## src/rtl/fmul_pipe.sv

```systemverilog
// IEEE-754 single-precision multiplier with valid/ready handshake, tag sideband and NSTAGE-deep freezeable pipe.
// Optional FMUL_PIPE_NAN_EN enables NaN/infinity handling; otherwise exp 255 is an ordinary exponent.
module fmul_pipe #(
  parameter int NSTAGE = 2,
  parameter int TAGW   = 4
) (
  input  logic            clk,
  input  logic            rstn,
  input  logic            in_valid,
  output logic            in_ready,
  input  logic [31:0]     x1,
  input  logic [31:0]     x2,
  input  logic [TAGW-1:0] in_tag,
  output logic            out_valid,
  input  logic            out_ready,
  output logic [31:0]     y,
  output logic            ovf,
  output logic [TAGW-1:0] out_tag
);

  typedef struct packed {
    logic [31:0]     y;
    logic            ovf;
    logic [TAGW-1:0] tag;
  } res_t;

  logic               adv;
  res_t               res_d;
  res_t               pipe_d [NSTAGE];
  res_t               pipe_q [NSTAGE];
  logic [NSTAGE-1:0]  vld_d, vld_q;
  logic [NSTAGE:0]    vld_pipe;

  logic               sgn, z1, z2;
  logic [7:0]         e1, e2;
  logic [23:0]        m1, m2;
  logic [47:0]        prod;
  logic signed [10:0] exp_sum, exp_n, exp_r;
  logic [22:0]        mant, frac;
  logic               guard, sticky, rnd;
  logic [24:0]        sig_r;
`ifdef FMUL_PIPE_NAN_EN
  logic               nan1, nan2, inf1, inf2;
`endif

  // Whole pipe advances together; a held output freezes every stage.
  assign adv       = !vld_q[NSTAGE-1] || out_ready;
  assign in_ready  = adv;
  assign vld_pipe  = {vld_q, in_valid};
  assign out_valid = vld_q[NSTAGE-1];
  assign y         = pipe_q[NSTAGE-1].y;
  assign ovf       = pipe_q[NSTAGE-1].ovf;
  assign out_tag   = pipe_q[NSTAGE-1].tag;

  always_comb begin
    sgn     = x1[31] ^ x2[31];
    e1      = x1[30:23];
    e2      = x2[30:23];
    z1      = (e1 == 8'd0);
    z2      = (e2 == 8'd0);
    m1      = {1'b1, x1[22:0]};
    m2      = {1'b1, x2[22:0]};
    prod    = {24'd0, m1} * {24'd0, m2};
    exp_sum = $signed({3'b000, e1}) + $signed({3'b000, e2}) - 11'sd127;
    if (prod[47]) begin
      mant   = prod[46:24];
      guard  = prod[23];
      sticky = |prod[22:0];
      exp_n  = exp_sum + 11'sd1;
    end else begin
      mant   = prod[45:23];
      guard  = prod[22];
      sticky = |prod[21:0];
      exp_n  = exp_sum;
    end
    rnd   = guard & (sticky | mant[0]);
    sig_r = {2'b01, mant} + {24'd0, rnd};
    // Rounding carry leaves 1.000..., so the fraction is the shifted-down sum.
    if (sig_r[24]) begin
      exp_r = exp_n + 11'sd1;
      frac  = sig_r[23:1];
    end else begin
      exp_r = exp_n;
      frac  = sig_r[22:0];
    end

    res_d.tag = in_tag;
    res_d.ovf = 1'b0;
    res_d.y   = {sgn, exp_r[7:0], frac};
    if (z1 || z2 || exp_r <= 11'sd0) begin
      res_d.y = {sgn, 31'd0};
    end else if (exp_r >= 11'sd255) begin
      res_d.y   = {sgn, 8'hFF, 23'd0};
      res_d.ovf = 1'b1;
    end
`ifdef FMUL_PIPE_NAN_EN
    nan1 = (e1 == 8'hFF) && (x1[22:0] != 23'd0);
    nan2 = (e2 == 8'hFF) && (x2[22:0] != 23'd0);
    inf1 = (e1 == 8'hFF) && (x1[22:0] == 23'd0);
    inf2 = (e2 == 8'hFF) && (x2[22:0] == 23'd0);
    if (nan1 || nan2 || (inf1 && z2) || (inf2 && z1)) begin
      res_d.y   = 32'h7FC0_0000;
      res_d.ovf = 1'b0;
    end else if (inf1 || inf2) begin
      res_d.y   = {sgn, 8'hFF, 23'd0};
      res_d.ovf = 1'b0;
    end
`endif
  end

  always_comb begin
    vld_d  = adv ? vld_pipe[NSTAGE-1:0] : vld_q;
    pipe_d = pipe_q;
    if (adv) begin
      pipe_d[0] = res_d;
      for (int i = 1; i < NSTAGE; i++) pipe_d[i] = pipe_q[i-1];
    end
  end

  always_ff @(posedge clk or negedge rstn) begin
    if (!rstn) begin
      vld_q <= '0;
      for (int i = 0; i < NSTAGE; i++) pipe_q[i] <= '0;
    end else begin
      vld_q  <= vld_d;
      pipe_q <= pipe_d;
    end
  end

endmodule

```

## config.mk

```make
export PLATFORM = sky130hd
export DESIGN_NAME = fmul_pipe
export DESIGN_NICKNAME = d
export VERILOG_FILES = /design/src/rtl/fmul_pipe.sv
export SDC_FILE = /design/constraint.sdc
export NUM_CORES = 2
export LEC_CHECK = 0
export BUFFER_PORTS_ARGS = -buffer_cell sky130_fd_sc_hd__buf_4
export CORE_MARGIN = 5
export CORE_UTILIZATION = 50
export DETAILED_ROUTE_END_ITERATION = 7
export PLACE_DENSITY = 0.75
export REMOVE_ABC_BUFFERS = 1
export SLEW_MARGIN = 5
export SYNTH_ARGS = -nofsm -noshare
export SYNTH_HDL_FRONTEND = slang
export SYNTH_SLANG_ARGS = --single-unit
```

## constraint.sdc

```tcl
create_clock -name clk -period 3.1 [get_ports clk]
set_input_delay 0.31 -clock clk [delete_from_list [all_inputs] [get_ports clk]]
set_output_delay 0.31 -clock clk [all_outputs]
set_load 0.005 [all_outputs]
```

==> flow_summary.toml <==
[synthesis]
synth_top_area_share_pct = 38.5
ys_warn_count = 0
ys_ff_latch = 76
yosys.area.top_type = "fa_1"
async_reset_ff_share_pct = 100
synth_edf_count = 0
ys_seq_area_share_pct = 7.58
synth_cells = 2878
ys.flop_type = "dfrtp_1"
netlist_area_um2 = 25100
avgSynthCellArea_um2 = 8.72
synth_cell_types = 86
synth_area_leaders = "fa_1 39%, ha_1 9.5%, inv_1 9.0%"

[cells_and_area]
area_growth_pct = 26.9
nFillCells = 4052
final_common_cell = "buf_4"
regArea_um2 = 1900
multi_input_area_um2 = 20900
fin_util_pct = 63.9
mostFrequentLayoutCells = "623 x buf_4, 591 x inv_1, 474 x fa_1, 348 x nand2_1, 243 x and2_1"
num_antenna_cells = 0
drive_above_1_share_pct = 26.9
stdcell_area_um2 = 31800
stdcell_count = 4073
nNetsFinal = 4142

[cts]
root_buffer = "clkbuf_16"
insertion_delay_ns = 0.33
ctsLongestPathBuffers = 2
cts.clk_slew.worst_paths_ns = 0.06
cts_tree = "yes"
htree_levels = 3
cts_buffers = 9
holdBufCountCts = 0
cts_num_sinks = 76

[placement]
placed_area_um2 = 30000
dp_slack_ns = -5.97
port_buffers = 110
placed_cells = 4007
dp_hpwl_um = 61200
finalWeightedCongestion = 0.958

[sta]
finalCritPeriodShare_pct = 269
slew_headroom_pct = 37.7
setup_viol = 32
hold_viol_final = 0
worst_pin_slew_ns = 0.934
period_needed_ns = 8.35
max_freq_ghz = 0.120
skew_ns = 0.00341
rsz0062_at_grt = "true"
timing.final.ws_setup_ns = -5.25
finalMaxSlewViolations = 0

[route]
ant_nets = 0
drc = 0
dr.pass1.iters = 5
drt-initial-drc-count = 1459
wl_per_cell_um = 17.9
vias = 21800
viasPerCell = 5.36
wl_um = 73000

[min_path]
hp-class = "input pin to async pin"

[worst_setup_path]
worstReg2RegEnd = "pipe_q[53]"
cp_slowest_cell = "fa_2"
worstPathMaxFanout = 8
worst-path-buf-inv = 12
cpPeakStageDelay_ns = 0.63
cp-start-kind = "input pin"
critPathRequiredTime_ns = 3.36
worst_path_most_repeated_cell = "fa_1"
reg2reg_from = "vld_q[1]"
r2r_slack_ns = 1.29
path_class = "input pin to flop"
ff2ff_path_depth = 7
cp-end-kind = "flop"
crit_family = "adder cells"
worstPathArrival_ns = 8.61

[floorplan]
io_pins = 111
rows = 82
die_h_um = 234
die_x_um = 234
fp.dieArea_um2 = 54800
start_util_pct = 50.3
core-area_um2 = 49900

[global_routing]
grt_pass1_wl_um = 119000
grtUsageTotal_pct = 27.1
antenna_found_initial = 0
overflow = 0
grt_pass1_vias = 24100
grt_max_degree = 77

[outcome]
violations = "setup timing"
status = "finished with violations"

[job]
cap_violations = 0
==> stage by stage <==
stage	hold WS [ns]	setup TNS, ns
floorplan	0.0144	-232.30
global route	0.201	-175.26
finish	0.134	-165.48
detailed placement	0.467	-186.96
global placement	0.438	-183.01
CTS	0.152	-160.58
==> cell families (layout without fill, tap and decap cells) <==
family	after synthesis	in the layout	share of synthesized area (%)
XOR/XNOR	93	93	3.31
adder cells (fa/ha/maj)	674	674	48.0
multiplexers	59	59	2.58
AND/OR/NAND/NOR	874	877	17.2
buffers and inverters	789	1309	12.5
AO/OA/AOI/OAI	313	313	8.80
flip-flops	76	76	7.58
==> what timing repair did <==
| action | 4_1_cts | 5_1_grt |
|---|---|---|
| setup buffers | 41 | 10 |
| cloned | 4 | 0 |
| pin swaps | 99 | 42 |
| gates resized for setup | 170 | 62 |
| endpoints found under the setup margin | 32 | 32 |
==> cell usage after synthesis (9+ instances only) <==
cell type,number
inv_1,603
fa_1,483
nand2_1,356
and2_1,250
ha_1,191
clkbuf_1,121
nor2_1,107
dfrtp_1,76
a21oi_1,71
o21ai_0,64
xnor2_1,56
mux2_2,45
buf_4,38
xor2_1,35
nand4_1,31
a22o_1,24
nand3_1,24
nor3_1,24
buf_2,17
a21o_1,15
a211oi_1,14
mux2i_1,14
nor4_1,13
nand2b_1,12
o211ai_1,10
or3_1,10
a31oi_1,9
a32o_1,9
and3_1,9
o21a_1,9
==> worst max-delay path by stage <==
stage,start,endpoint,slack (ns),cells past startpoint
after global placement,x2[0],pipe_q[43],-5.85,34
after CTS,x1[8],pipe_q[57],-5.12,34
final,x1[6],pipe_q[53],-5.25,35
after floorplan,x2[8],pipe_q[43],-6.60,33
after detailed placement,x1[16],pipe_q[43],-5.97,35
after global routing,x1[17],pipe_q[51],-5.56,36
==> area by class of cell <==
type | instances | share of cell area, %
Clock inverter | 5 | 0.334
Inverter | 607 | 7.21
Tap cell | 672 | 2.64
Clock buffer | 11 | 0.794
Sequential cell | 76 | 5.97
Multi-Input combinational cell | 2016 | 65.5
Timing Repair Buffer | 686 | 17.5
==> layer usage <==
metal	part of all wire [%]	vias to the layer above	wire length [µm]	GRT usage (%)
met3	6.1	196	4430	3.55
li1	-	9890	-	-
met4	4.0	0	2890	9.21
met1	38	11000	27900	33.7
met2	52	716	37800	48.7
met5	0	-	0	0
==> state kept, by name (all words and copies together) (netlist names) <==
| signal | flops |
|---|---|
| pipe_q | 37 |
| ovf | 1 |
| y | 32 |
| vld_q | 2 |
| out_tag | 4 |
Power is left out: the tool's default activity adds up to more than one toggle a clock period on the data nets, which glitch-free logic cannot reach.
